[src/rtl/pc_next_pkg.sv]
// pc_next_pkg: condition codes, flag bit indices and FSM encoding shared by the PC logic.
package pc_next_pkg;
  localparam logic [3:0] COND_EQ = 4'h0;
  localparam logic [3:0] COND_NE = 4'h1;
  localparam logic [3:0] COND_CS = 4'h2;
  localparam logic [3:0] COND_CC = 4'h3;
  localparam logic [3:0] COND_HI = 4'h4;
  localparam logic [3:0] COND_LS = 4'h5;
  localparam logic [3:0] COND_GT = 4'h6;
  localparam logic [3:0] COND_LE = 4'h7;
  localparam logic [3:0] COND_FS = 4'h8;
  localparam logic [3:0] COND_FC = 4'h9;
  localparam logic [3:0] COND_LO = 4'hA;
  localparam logic [3:0] COND_HS = 4'hB;
  localparam logic [3:0] COND_LT = 4'hC;
  localparam logic [3:0] COND_GE = 4'hD;
  localparam logic [3:0] COND_UC = 4'hE;
  localparam logic [3:0] COND_NV = 4'hF;
  localparam int FLAG_C = 0;
  localparam int FLAG_L = 1;
  localparam int FLAG_F = 2;
  localparam int FLAG_Z = 3;
  localparam int FLAG_N = 4;
  typedef enum logic {S_IDLE, S_COMMIT} state_e;
endpackage

[src/rtl/cond_eval.sv]
// cond_eval: combinational condition-code resolution against {N,Z,F,L,C}.
module cond_eval
  import pc_next_pkg::*;
(
  input  logic [3:0] cond,
  input  logic [4:0] flags,
  output logic       true
);
  logic n, z, f, l, c;
  assign n = flags[FLAG_N];
  assign z = flags[FLAG_Z];
  assign f = flags[FLAG_F];
  assign l = flags[FLAG_L];
  assign c = flags[FLAG_C];
  always_comb begin
    true = 1'b0;
    case (cond)
      COND_EQ: true = z;
      COND_NE: true = !z;
      COND_CS: true = c;
      COND_CC: true = !c;
      COND_HI: true = l;
      COND_LS: true = !l;
      COND_GT: true = n;
      COND_LE: true = !n;
      COND_FS: true = f;
      COND_FC: true = !f;
      COND_LO: true = !l && !z;
      COND_HS: true = l || z;
      COND_LT: true = !n && !z;
      COND_GE: true = n || z;
      COND_UC: true = 1'b1;
      default: true = 1'b0;
    endcase
  end
endmodule

[src/rtl/pc_next_unit.sv]
// pc_next_unit: PC owner resolving sequential, Bcond, Jcond and JAL next-PC.
// Optional branch statistics counters under `PC_BRANCH_STATS_EN.
module pc_next_unit
  import pc_next_pkg::*;
#(
  parameter int                ADDR_W   = 16,
  parameter logic [ADDR_W-1:0] RESET_PC = '0
) (
  input  logic              clk,
  input  logic              rst,
  input  logic              pc_en,
  input  logic              branch,
  input  logic              jump,
  input  logic              link,
  input  logic [15:0]       instr,
  input  logic [4:0]        flags,
  input  logic [15:0]       rtarget,
  output logic [ADDR_W-1:0] pc,
  output logic [15:0]       link_val,
  output logic              link_we,
  output logic              taken,
  output logic              redirect,
`ifdef PC_BRANCH_STATS_EN
  output logic [15:0]       br_taken_cnt,
  output logic [15:0]       br_ntaken_cnt,
`endif
  output logic              err
);
  state_e            state_q, state_d;
  logic [ADDR_W-1:0] pc_q, pc_d, pc_inc, disp;
  logic [15:0]       link_val_q, link_val_d;
  logic              link_we_q, link_we_d, taken_q, taken_d;
  logic              redirect_q, redirect_d, err_q, err_d;
  logic              cond_ok, is_jal, redir;
  logic              unused_bits;
  assign unused_bits = ^{instr[15:12], rtarget};
  cond_eval u_cond (.cond(instr[11:8]), .flags(flags), .true(cond_ok));
  assign pc_inc = pc_q + 1'b1;
  assign disp   = ADDR_W'($signed(instr[7:0]));
  assign is_jal = jump & link;
  // jump wins over branch when both are asserted
  assign redir  = jump ? (link | cond_ok) : (branch & cond_ok);
  always_comb begin
    state_d    = pc_en ? S_COMMIT : S_IDLE;
    pc_d       = !pc_en ? pc_q : (jump && redir) ? rtarget[ADDR_W-1:0] :
                 redir ? pc_q + disp : pc_inc;
    link_val_d = (pc_en && is_jal) ? 16'(pc_inc) : link_val_q;
    link_we_d  = pc_en & is_jal;
    redirect_d = pc_en & redir;
    taken_d    = pc_en ? redir : taken_q;
    err_d      = err_q | (pc_en & branch & jump);
  end
  always_ff @(posedge clk) begin
    if (rst) begin
      state_q    <= S_IDLE;
      pc_q       <= RESET_PC;
      link_val_q <= '0;
      link_we_q  <= 1'b0;
      taken_q    <= 1'b0;
      redirect_q <= 1'b0;
      err_q      <= 1'b0;
    end else begin
      state_q    <= state_d;
      pc_q       <= pc_d;
      link_val_q <= link_val_d;
      link_we_q  <= link_we_d;
      taken_q    <= taken_d;
      redirect_q <= redirect_d;
      err_q      <= err_d;
    end
  end
`ifdef PC_BRANCH_STATS_EN
  logic [15:0] tk_q, tk_d, ntk_q, ntk_d;
  logic        counted;
  assign counted = pc_en & (branch | jump) & !is_jal;
  always_comb begin
    tk_d  = (counted && redir && tk_q != 16'hFFFF) ? tk_q + 16'd1 : tk_q;
    ntk_d = (counted && !redir && ntk_q != 16'hFFFF) ? ntk_q + 16'd1 : ntk_q;
  end
  always_ff @(posedge clk) begin
    if (rst) begin
      tk_q  <= '0;
      ntk_q <= '0;
    end else begin
      tk_q  <= tk_d;
      ntk_q <= ntk_d;
    end
  end
  assign br_taken_cnt  = tk_q;
  assign br_ntaken_cnt = ntk_q;
`endif
  assign pc       = pc_q;
  assign link_val = link_val_q;
  assign link_we  = link_we_q;
  assign taken    = taken_q;
  assign redirect = redirect_q;
  assign err      = err_q;
endmodule

[config.mk]
export PLATFORM = sky130hd
export DESIGN_NAME = pc_next_unit
export DESIGN_NICKNAME = d
export VERILOG_FILES = /design/src/rtl/pc_next_pkg.sv /design/src/rtl/cond_eval.sv /design/src/rtl/pc_next_unit.sv
export SDC_FILE = /design/constraint.sdc
export NUM_CORES = 1
export LEC_CHECK = 0
export CORE_MARGIN = 8
export CORE_UTILIZATION = 40
export DETAILED_ROUTE_END_ITERATION = 10
export GPL_TIMING_DRIVEN = 0
export PLACE_DENSITY = 0.78
export SYNTH_ARGS = -nofsm -noshare
export SYNTH_HDL_FRONTEND = slang
export SYNTH_SLANG_ARGS = --single-unit
[constraint.sdc]
create_clock -name clk -period 3.96 [get_ports clk]
set_input_delay 0.594 -clock clk [delete_from_list [all_inputs] [get_ports clk]]
set_output_delay 0.594 -clock clk [all_outputs]
set_load 0.03 [all_outputs]
## Word level (Yosys, flattened, before mapping)

Index checks and enable logic that the tools add are counted.

| operators by class | value |
|---|---|
| $add $sub $neg | 2 |
| $mul | 0 |
| div/mod/pow operators | 0 |
| $lt $le $gt $ge | 0 |
| eq/ne operators | 14 |
| shift-type cells | 0 |
| multiplexer cells | 4 |
| bitwise logic cells | 8 |
| reduce and logical (&&, ||, !) cells | 12 |

Operator list:

| cell | count |
|---|---|
| 2-to-1 mux 16 bit | 2 |
| == test 4 bit, second input constant | 7 |
| adder 16 x 1 -> 16 bit, second input constant | 1 |
| adder 16 bit | 1 |
| == test 4 x 3 -> 1 bit, second input constant | 4 |
| case mux 1 bit (15 select lines) | 1 |
| == test 4 x 2 -> 1 bit, second input constant | 2 |
| bitwise AND 1 bit | 6 |
| logical NOT 1 bit | 5 |
| == test 4 x 1 -> 1 bit, second input constant | 1 |
| logical AND 1 bit | 4 |
| logical NOT 4 bit | 1 |
| logical OR 1 bit | 2 |
| OR 1 bit | 2 |
| 2-to-1 mux 1 bit | 1 |

| word-level totals | value |
|---|---|
| flip-flop bits (word level) | 36 |
| bits in latches | 0 |
| RAM bits | 0 |
| memory bits (read-only) | 0 |
| memories kept | 0 |

## Logic depth before layout (Yosys ltp)

Gate-level depths: netlist (run 1).

| depth | value |
|---|---|
| word-level depth | 7 |
| depth in mapped cells | 10 |
| depth with buffers taken out | 10 |

## By module

From an unflattened synthesis (run 1), not the netlist that was laid out.

| unflattened totals | value |
|---|---|
| cell total of the unflattened synthesis | 374 |
| area total of the unflattened synthesis | 2849.0 sq um |

Modules (own cells, without submodules):

| module | instances | cells each | area an instance (sq um) | sequential area each (sq um) |
|---|---|---|---|---|
| pc_next_unit | 1 | 349 | 2668.8 | 720.7 |
| cond_eval | 1 | 25 | 180.2 | 0.0 |

## Worst setup path after synthesis (run 1)

Ideal clock, no wire load.

| path | value |
|---|---|
| path type | flip-flop to flip-flop |
| start point | register pc_q[0], in the netlist pc[0] |
| end point | register pc_q[14], in the netlist pc[14] |
| setup time | 0.103 ns |
| arrival time | 2.631 ns |
| setup slack | 1.225 ns |
| cell stages (with the launch flop) | 11 |
| clock period less this slack | 2.735 ns |
| path through | dfxtp_1 ha_1 inv_1 fa_1 nand2b_1 a21oi_1 o221a_2 o211ai_1 mux2i_1 and4_2 a2111oi_2 |

| between the ends | value |
|---|---|
| cells in the longest elaborated chain, start to end | 3 |

RTL lines:

| item | line | text |
|---|---|---|
| from (decl) | pc_next_unit.sv:30 | `logic [ADDR_W-1:0] pc_q, pc_d, pc_inc, disp;` |
| from (signal assigned) | pc_next_unit.sv:64 | `pc_q <= pc_d;` |
| adder 16 x 1 -> 16 bit or adder 16 bit (tied branches) | pc_next_unit.sv:38, pc_next_unit.sv:46 |  |
| 2-to-1 mux 16 bit * | pc_next_unit.sv:46 | `redir ? pc_q + disp : pc_inc;` |
| 2-to-1 mux 16 bit * | pc_next_unit.sv:45 | `pc_d = !pc_en ? pc_q : (jump && redir) ? rtarget[ADDR_W-1:0] :` |

Every way passes the cells marked *; elsewhere a longest branch is shown, timed or not.
A chain may end at the register's enable or synchronous reset.

## Worst setup path after layout (run 1)

| path | value |
|---|---|
| start point | input port instr[11] |
| end point | register pc_q[14], in the netlist pc[14] |

| between the ends | value |
|---|---|
| cells in the longest elaborated chain, start to end | 6 |

RTL lines:

| item | line | text |
|---|---|---|
| from (decl) | pc_next_unit.sv:15 | `input logic [15:0] instr,` |
| == test 4 bit, or another cell as far along | cond_eval.sv:17 | `case (cond)` |
| case mux 1 bit (15 select lines) * | cond_eval.sv:17 |  |
| bitwise AND 1 bit or OR 1 bit (tied branches) | pc_next_unit.sv:42 | `assign redir = jump ? (link \| cond_ok) : (branch & cond_ok);` |
| 2-to-1 mux 1 bit * | pc_next_unit.sv:42 |  |
| 2-to-1 mux 16 bit or logical AND 1 bit (tied branches) | pc_next_unit.sv:46, pc_next_unit.sv:45 |  |
| 2-to-1 mux 16 bit * | pc_next_unit.sv:45 |  |

Marked as above.

==> run_results.csv, run 1 <==
group,metric,value,unit
setup_path,crit_path_end_kind,"flip-flop",
status,status,"finished, final reports clean",
logic_synthesis,synthArstFlopShare,0,%
setup_path,slowest_delay,580,ps
logic_synthesis,yosysTopAreaCellShare,26.5,%
logic_synthesis,ys_warn_count,0,
clocking,cts_hold_buf,0,
setup_path,regToRegStartpoint,"pc[0]",
sta,rsz0062_at_grt,"no",
logic_synthesis,yosysUniqueCellTypes,61,
logic_synthesis,ys_ff_latch,36,
clocking,max-clock-path-buffers,2,
run,cap_violations,0,
clocking,cts_made_buffers,5,
setup_path,ff2ff_setup_slack,1010,ps
setup_path,critPathBufInv,1,
clocking,cts-root-buf,"clkbuf_8",
logic_synthesis,synth_nets,413,
sta,setup_viol,0,
routing,firstDrtPassIters,5,
logic_synthesis,synth_edf_count,0,
clocking,cts_resized,0,
routing,detail_route.vias_per_cell,5.80,
setup_path,r2r_cells,10,
routing,drc_errors,0,
global_routing,grt_first_pass_wirelength,13.9,mm
pwr,power_density,324,mW/mm²
clocking,cts.sinks,36,
floorplanning,dieArea,0.00970,mm²
place,dp_cells,504,
floorplanning,core_area,0.00668,mm²
setup_path,critical-path-top-delay-family,"compound AO/OA/AOI/OAI gates",
logic_synthesis,netlist_area,0.00272,mm²
finish,layout-drive-gt1-share,5.09,%
pwr,power.leakage,0.00138,µW
hold_path,whs_endpoint,"link_val[6]",
sta,setup_ws,734,ps
finish,instances_no_fill,512,
sta,finalCritPeriodShare,81.5,%
global_routing,grt_max_degree,13,
global_routing,grt_usage,17.4,%
sta,fmax,310,MHz
setup_path,worstPathMaxFanout,8,
setup_path,reg2reg_to,"pc[14]",
routing,vias,2969,
floorplanning,die_h,98.5,µm
hold_path,hold_path_class,"flip-flop to flip-flop",
setup_path,startpoint_type,"primary input",
sta,finalHoldViolCount,0,
sta,fin_skew,8.54,ps
hold_path,worstHoldPathCells,2,
finish,syn_to_final_growth,33.9,%
setup_path,cp_cell_sequence,"clkdlybuf4s50_1, and3b_1, a311o_1, a32o_1, o31a_2, nor2_1, mux2_2, a2111oi_2",
clocking,cts_tree,"yes",
global_routing,grt_pass1_vias,2930,
logic_synthesis,synth.area.top_cells,"dfxtp_1, ha_1, nor2_1",
place,place_congestion,0.905,
floorplanning,start_util,40.7,%
floorplanning,ioPinCount,79,
logic_synthesis,synth_area_leader_cell,"dfxtp_1",
setup_path,worstPathArrival,3420,ps
hold_path,min_from,"link_val[6]",
floorplanning,die_w,98.5,µm
clocking,h-tree-depth,2,
sta,min_period,3230,ps
place,port_buffers,71,
clocking,clk_latency,300,ps
finish,diodes,0,
clocking,clk_pin_slew,80,ps
clocking,postCtsSetupBuffers,0,
routing,first_iter_violations,255,
sta,fin_setup_tns,0,ps
routing,routed_wl,8.58,mm
floorplanning,rows,30,
routing,ant_nets,0,
sta,tightest_slew,586,ps
logic_synthesis,synthFlopType,"dfxtp_1",
setup_path,crit_type,"primary input to flip-flop",
pwr,ir_worst_vdd,0.000148,V
place,dp_slack,414,ps
setup_path,slowest_stage,"clkdlybuf4s50_1",
setup_path,crit_required,4160,ps
logic_synthesis,yosysSeqAreaShare,26.5,%
sta,drv_slew,0,
global_routing,grt_overflow,0,
global_routing,antenna_found_initial,0,
place,dp_hpwl,6.82,mm
logic_synthesis,synth_cells,353,
logic_synthesis,syn_avg_cell_area,7.71,µm²
routing,routedWlPerCell,16.8,µm
sta,relSlewSlack,61.0,%
finish,nets,491,
[cell usage after synthesis (4+ instances only)]
library cell	count
nor3_1	12
nand3_1	9
inv_1	13
o21ai_0	15
dfxtp_1	36
nand2_1	34
a311oi_1	4
nand2b_1	7
and3_1	5
nor2_1	46
xor2_1	12
a221oi_1	6
xnor2_1	11
or3_1	7
a211oi_1	19
ha_1	16
clkbuf_1	13
a21oi_1	22
a21o_1	4
[final cells by class]
class,count,area (µm²)
multi-input combinational,285,1870
clock buffer,5,68.8
timing repair buffer,71,711
fill,636,3040
sequential,36,721
clock inverter,3,42.5
buffer,18,78.8
inverter,14,52.6
tap,80,100
[placed cells by master (no fill, tap or decap), types with 6 or more instances in the layout]
master / netlist / final
o21ai_0: 15 / 15
clkbuf_1: 13 / 13
or3_1: 7 / 7
nor3_1: 12 / 12
a21oi_1: 22 / 22
inv_1: 13 / 13
clkdlybuf4s50_1: 0 / 71
a211oi_1: 19 / 19
dfxtp_1: 36 / 36
xnor2_1: 11 / 11
a221oi_1: 6 / 6
ha_1: 16 / 16
xor2_1: 12 / 12
nand3_1: 9 / 9
nor2_1: 46 / 46
nand2_1: 34 / 34
nand2b_1: 7 / 7
[worst min-delay path: cells and delay by family (launching register included)]
| kind | cells | cell delay, ps |
|---|---|---|
| flip-flops | 1 | 310 |
| AO/OA/AOI/OAI | 1 | 50 |
| AND/OR/NAND/NOR | 1 | 50 |
[per-layer routing]
| metal | up-vias | routed length, µm | GRT usage [%] |
|---|---|---|---|
| met4 | 0 | 233 | 7.56 |
| met3 | 24 | 544 | 4.30 |
| li1 | 1451 | - | - |
| met2 | 118 | 4050 | 29.3 |
| met5 | - | 0 | 0 |
| met1 | 1376 | 3750 | 20.5 |
[through the flow]
step           hold WS, ps  utilization, %  power, µW  cell area [µm²]
3_5_place_dp           453            52.9        855             3530
5_1_grt                490            54.5       1240             3640
4_1_cts                464            54.5       1180             3640
2_1_floorplan          585               -        698             2720
3_3_place_gp           445            52.9        843             3530
6_report               462            54.5       1180             3640
[worst max path at each step]
stage / cells past startpoint / from / slack, ps / to
3_5_place_dp: 8 / instr[11] / 410 / pc[14]
5_1_grt: 8 / instr[11] / 580 / pc[14]
3_3_place_gp: 8 / instr[11] / 440 / pc[14]
6_report: 8 / instr[11] / 730 / pc[14]
2_1_floorplan: 10 / pc[0] / 1230 / pc[14]
4_1_cts: 8 / instr[11] / 720 / pc[14]
[kinds of logic (layout without fill, tap and decap cells)]
| group | count (synthesis) | count (layout) | synth area share, % |
|---|---|---|---|
| AOI/OAI and AO/OA | 104 | 104 | 27.7 |
| xor gates and xnor gates | 23 | 23 | 7.40 |
| adders and majority gates | 17 | 17 | 8.09 |
| buffers and inverters | 32 | 111 | 4.83 |
| DFF | 36 | 36 | 26.5 |
| muxes | 5 | 5 | 1.93 |
| and+or+nand+nor | 136 | 136 | 23.6 |
[registers in the layout, indices dropped and copies added, names as in the netlist]
signal / cells
link_val: 16
pc: 16
err: 1
link_we: 1
redirect: 1
taken: 1
[power by group]
| group | total [µW] | switching, µW | leakage (µW) | internal, µW |
|---|---|---|---|---|
| clock | 328 | 142 | 0.0000541 | 186 |
| combinational | 430 | 239 | 0.00103 | 191 |
| sequential | 422 | 35.7 | 0.000296 | 387 |
(Power assumes the default switching activity.)
==> run 2, diff against run 1 <==
==> constraint.sdc (replaced) <==
create_clock -name clk -period 3 [get_ports clk]
set_input_delay 0.45 -clock clk [delete_from_list [all_inputs] [get_ports clk]]
set_output_delay 0.45 -clock clk [all_outputs]
set_load 0.03 [all_outputs]
==> run 2 against run 1 <==
  * Non-clock buffer count rose by 1
  * Total power rose by 33%
  * Worst hold slack better by 1.5 ps
  * Combinational power up 33%
  * Via count down 0.88%
  * Global-route usage unchanged
  * Utilization grew 0.43 points
  * Clock skew is 1.3 ps higher
  * Sequential power increased by 32%
  * Sequential share of layout area fell by 0.16 points
  * Die area stayed put
  * Critical path type unchanged
  * Largest power group unchanged
==> run_results.csv, run 2 (same netlist as run 1, synthesis figures left out) <==
group,metric,value,unit
clocking,cts-root-buf,"clkbuf_8",
setup_path,ff2ff_setup_slack,180,ps
setup_path,startpoint_type,"primary input",
place,dp_cells,504,
setup_path,crit_type,"primary input to flip-flop",
sta,fin_skew,9.88,ps
floorplanning,start_util,40.7,%
clocking,cts_tree,"yes",
routing,routedWlPerCell,16.7,µm
sta,finalCritPeriodShare,95.6,%
routing,ant_nets,0,
setup_path,regToRegStartpoint,"pc[0]",
setup_path,cp_cell_sequence,"clkdlybuf4s50_1, ha_1, inv_1, fa_1, nand2b_4, a21oi_2, o221a_2, o211ai_1, mux2i_1, and4_2, a2111oi_2",
clocking,h-tree-depth,2,
sta,finalHoldViolCount,0,
sta,relSlewSlack,61.4,%
setup_path,worstPathMaxFanout,3,
pwr,ir_worst_vdd,0.000197,V
clocking,clk_pin_slew,80,ps
pwr,power.leakage,0.00141,µW
floorplanning,die_w,98.5,µm
clocking,clk_latency,300,ps
routing,vias,2943,
clocking,cts_hold_buf,0,
sta,setup_viol,0,
global_routing,grt_first_pass_wirelength,13.9,mm
sta,fmax,349,MHz
hold_path,worstHoldPathCells,2,
sta,min_period,2870,ps
hold_path,hold_path_class,"flip-flop to flip-flop",
setup_path,worstPathArrival,3060,ps
sta,tightest_slew,579,ps
pwr,p_sw_share,35.4,%
floorplanning,core_area,0.00668,mm²
setup_path,crit_path_end_kind,"flip-flop",
sta,fin_hold_ws,464,ps
status,status,"finished, final reports clean",
pwr,share_comb_of_total_power,36.7,%
routing,detail_route.vias_per_cell,5.74,
clocking,max-clock-path-buffers,2,
pwr,seqPwrFrac,35.6,%
finish,layout-drive-gt1-share,6.00,%
global_routing,grt_max_degree,13,
finish,syn_to_final_growth,34.9,%
finish,multiInputGateArea,0.00189,mm²
pwr,power_density,426,mW/mm²
finish,nets,492,
place,dp_hpwl,6.82,mm
global_routing,grt_overflow,0,
global_routing,grt_pass1_vias,2930,
routing,drc_errors,0,
pwr,p_clk_share,27.7,%
run,cap_violations,0,
floorplanning,ioPinCount,79,
finish,diodes,0,
hold_path,min_from,"link_val[1]",
place,port_buffers,71,
clocking,cts_made_buffers,5,
floorplanning,dieArea,0.00970,mm²
routing,first_iter_violations,228,
finish,seq_area,721,µm²
pwr,internal-power,1010,µW
global_routing,antenna_found_initial,0,
floorplanning,die_h,98.5,µm
clocking,cts.sinks,36,
hold_path,whs_endpoint,"link_val[1]",
setup_path,r2r_cells,10,
setup_path,slowest_delay,470,ps
finish,instances_no_fill,513,
pwr,switching_power,553,µW
sta,setup_ws,132,ps
sta,fin_setup_tns,0,ps
sta,drv_slew,0,
floorplanning,rows,30,
sta,rsz0062_at_grt,"no",
setup_path,slowest_stage,"clkdlybuf4s50_1",
setup_path,crit_required,3200,ps
place,dp_slack,-402,ps
setup_path,reg2reg_to,"pc[14]",
routing,firstDrtPassIters,5,
finish,mostFrequentLayoutCells,"clkdlybuf4s50_1, nor2_1, dfxtp_1",
routing,routed_wl,8.57,mm
finish,nFillCells,631,
place,place_congestion,0.905,
finish,final_common_cell,"clkdlybuf4s50_1",
global_routing,grt_usage,17.4,%
-- run 2: what timing repair did --
action	4_1_cts	5_1_grt
gates resized for setup	1	4
endpoints found under the setup margin	2	5
setup buffers	0	1
pin swaps	0	1
-- run 2: worst max-delay path, delay by kind of cell --
family | cells | cell delay (ps)
adders and majority gates | 2 | 600
buffers and inverters | 2 | 540
AOI/OAI and AO/OA | 4 | 930
and+or+nand+nor | 2 | 400
muxes | 1 | 140
-- run 2: cell type report --
cell class	count	area share, %
plain buffers	18	2.15
clock buffers	5	1.87
clock inverters	3	1.16
inverters	14	1.43
multi-input cells	285	51.4
flip-flops and latches	36	19.6
well taps	80	2.73
repair buffers	72	19.6
-- run 2: worst max path at each step --
stage / start / endpoint / slack [ps] / cells after the start
floorplan: pc[0] / pc[14] / 270 / 10
global placement: instr[11] / pc[14] / -370 / 8
detailed placement: instr[11] / pc[14] / -400 / 8
CTS: instr[11] / pc[14] / 20 / 8
global route: instr[0] / pc[14] / 30 / 11
finish: instr[0] / pc[14] / 130 / 11
-- run 2: per-layer routing --
metal | routed length, µm | GRT usage (%) | vias to the layer above | part of all wire (%)
met5 | 0 | 0 | - | 0
met1 | 3730 | 20.5 | 1360 | 44
met4 | 199 | 7.56 | 0 | 2.3
met2 | 4090 | 29.3 | 103 | 48
li1 | - | - | 1461 | -
met3 | 543 | 4.30 | 19 | 6.3
-- run 2: power groups by stage --
stage | registers, µW | logic (µW) | clock network [µW]
floorplan | 618 | 303 | 0
global placement | 566 | 548 | 0
detailed placement | 567 | 561 | 0
CTS | 556 | 565 | 432
global route | 562 | 625 | 452
finish | 557 | 574 | 434
-- run 2: through the flow --
stage / total power (µW) / cell area, µm² / utilization [%]
finish: 1560 / 3670 / 55.0
global route: 1640 / 3670 / 55.0
CTS: 1550 / 3650 / 54.6
detailed placement: 1130 / 3530 / 52.9
global placement: 1110 / 3530 / 52.9
floorplan: 922 / 2720 / -
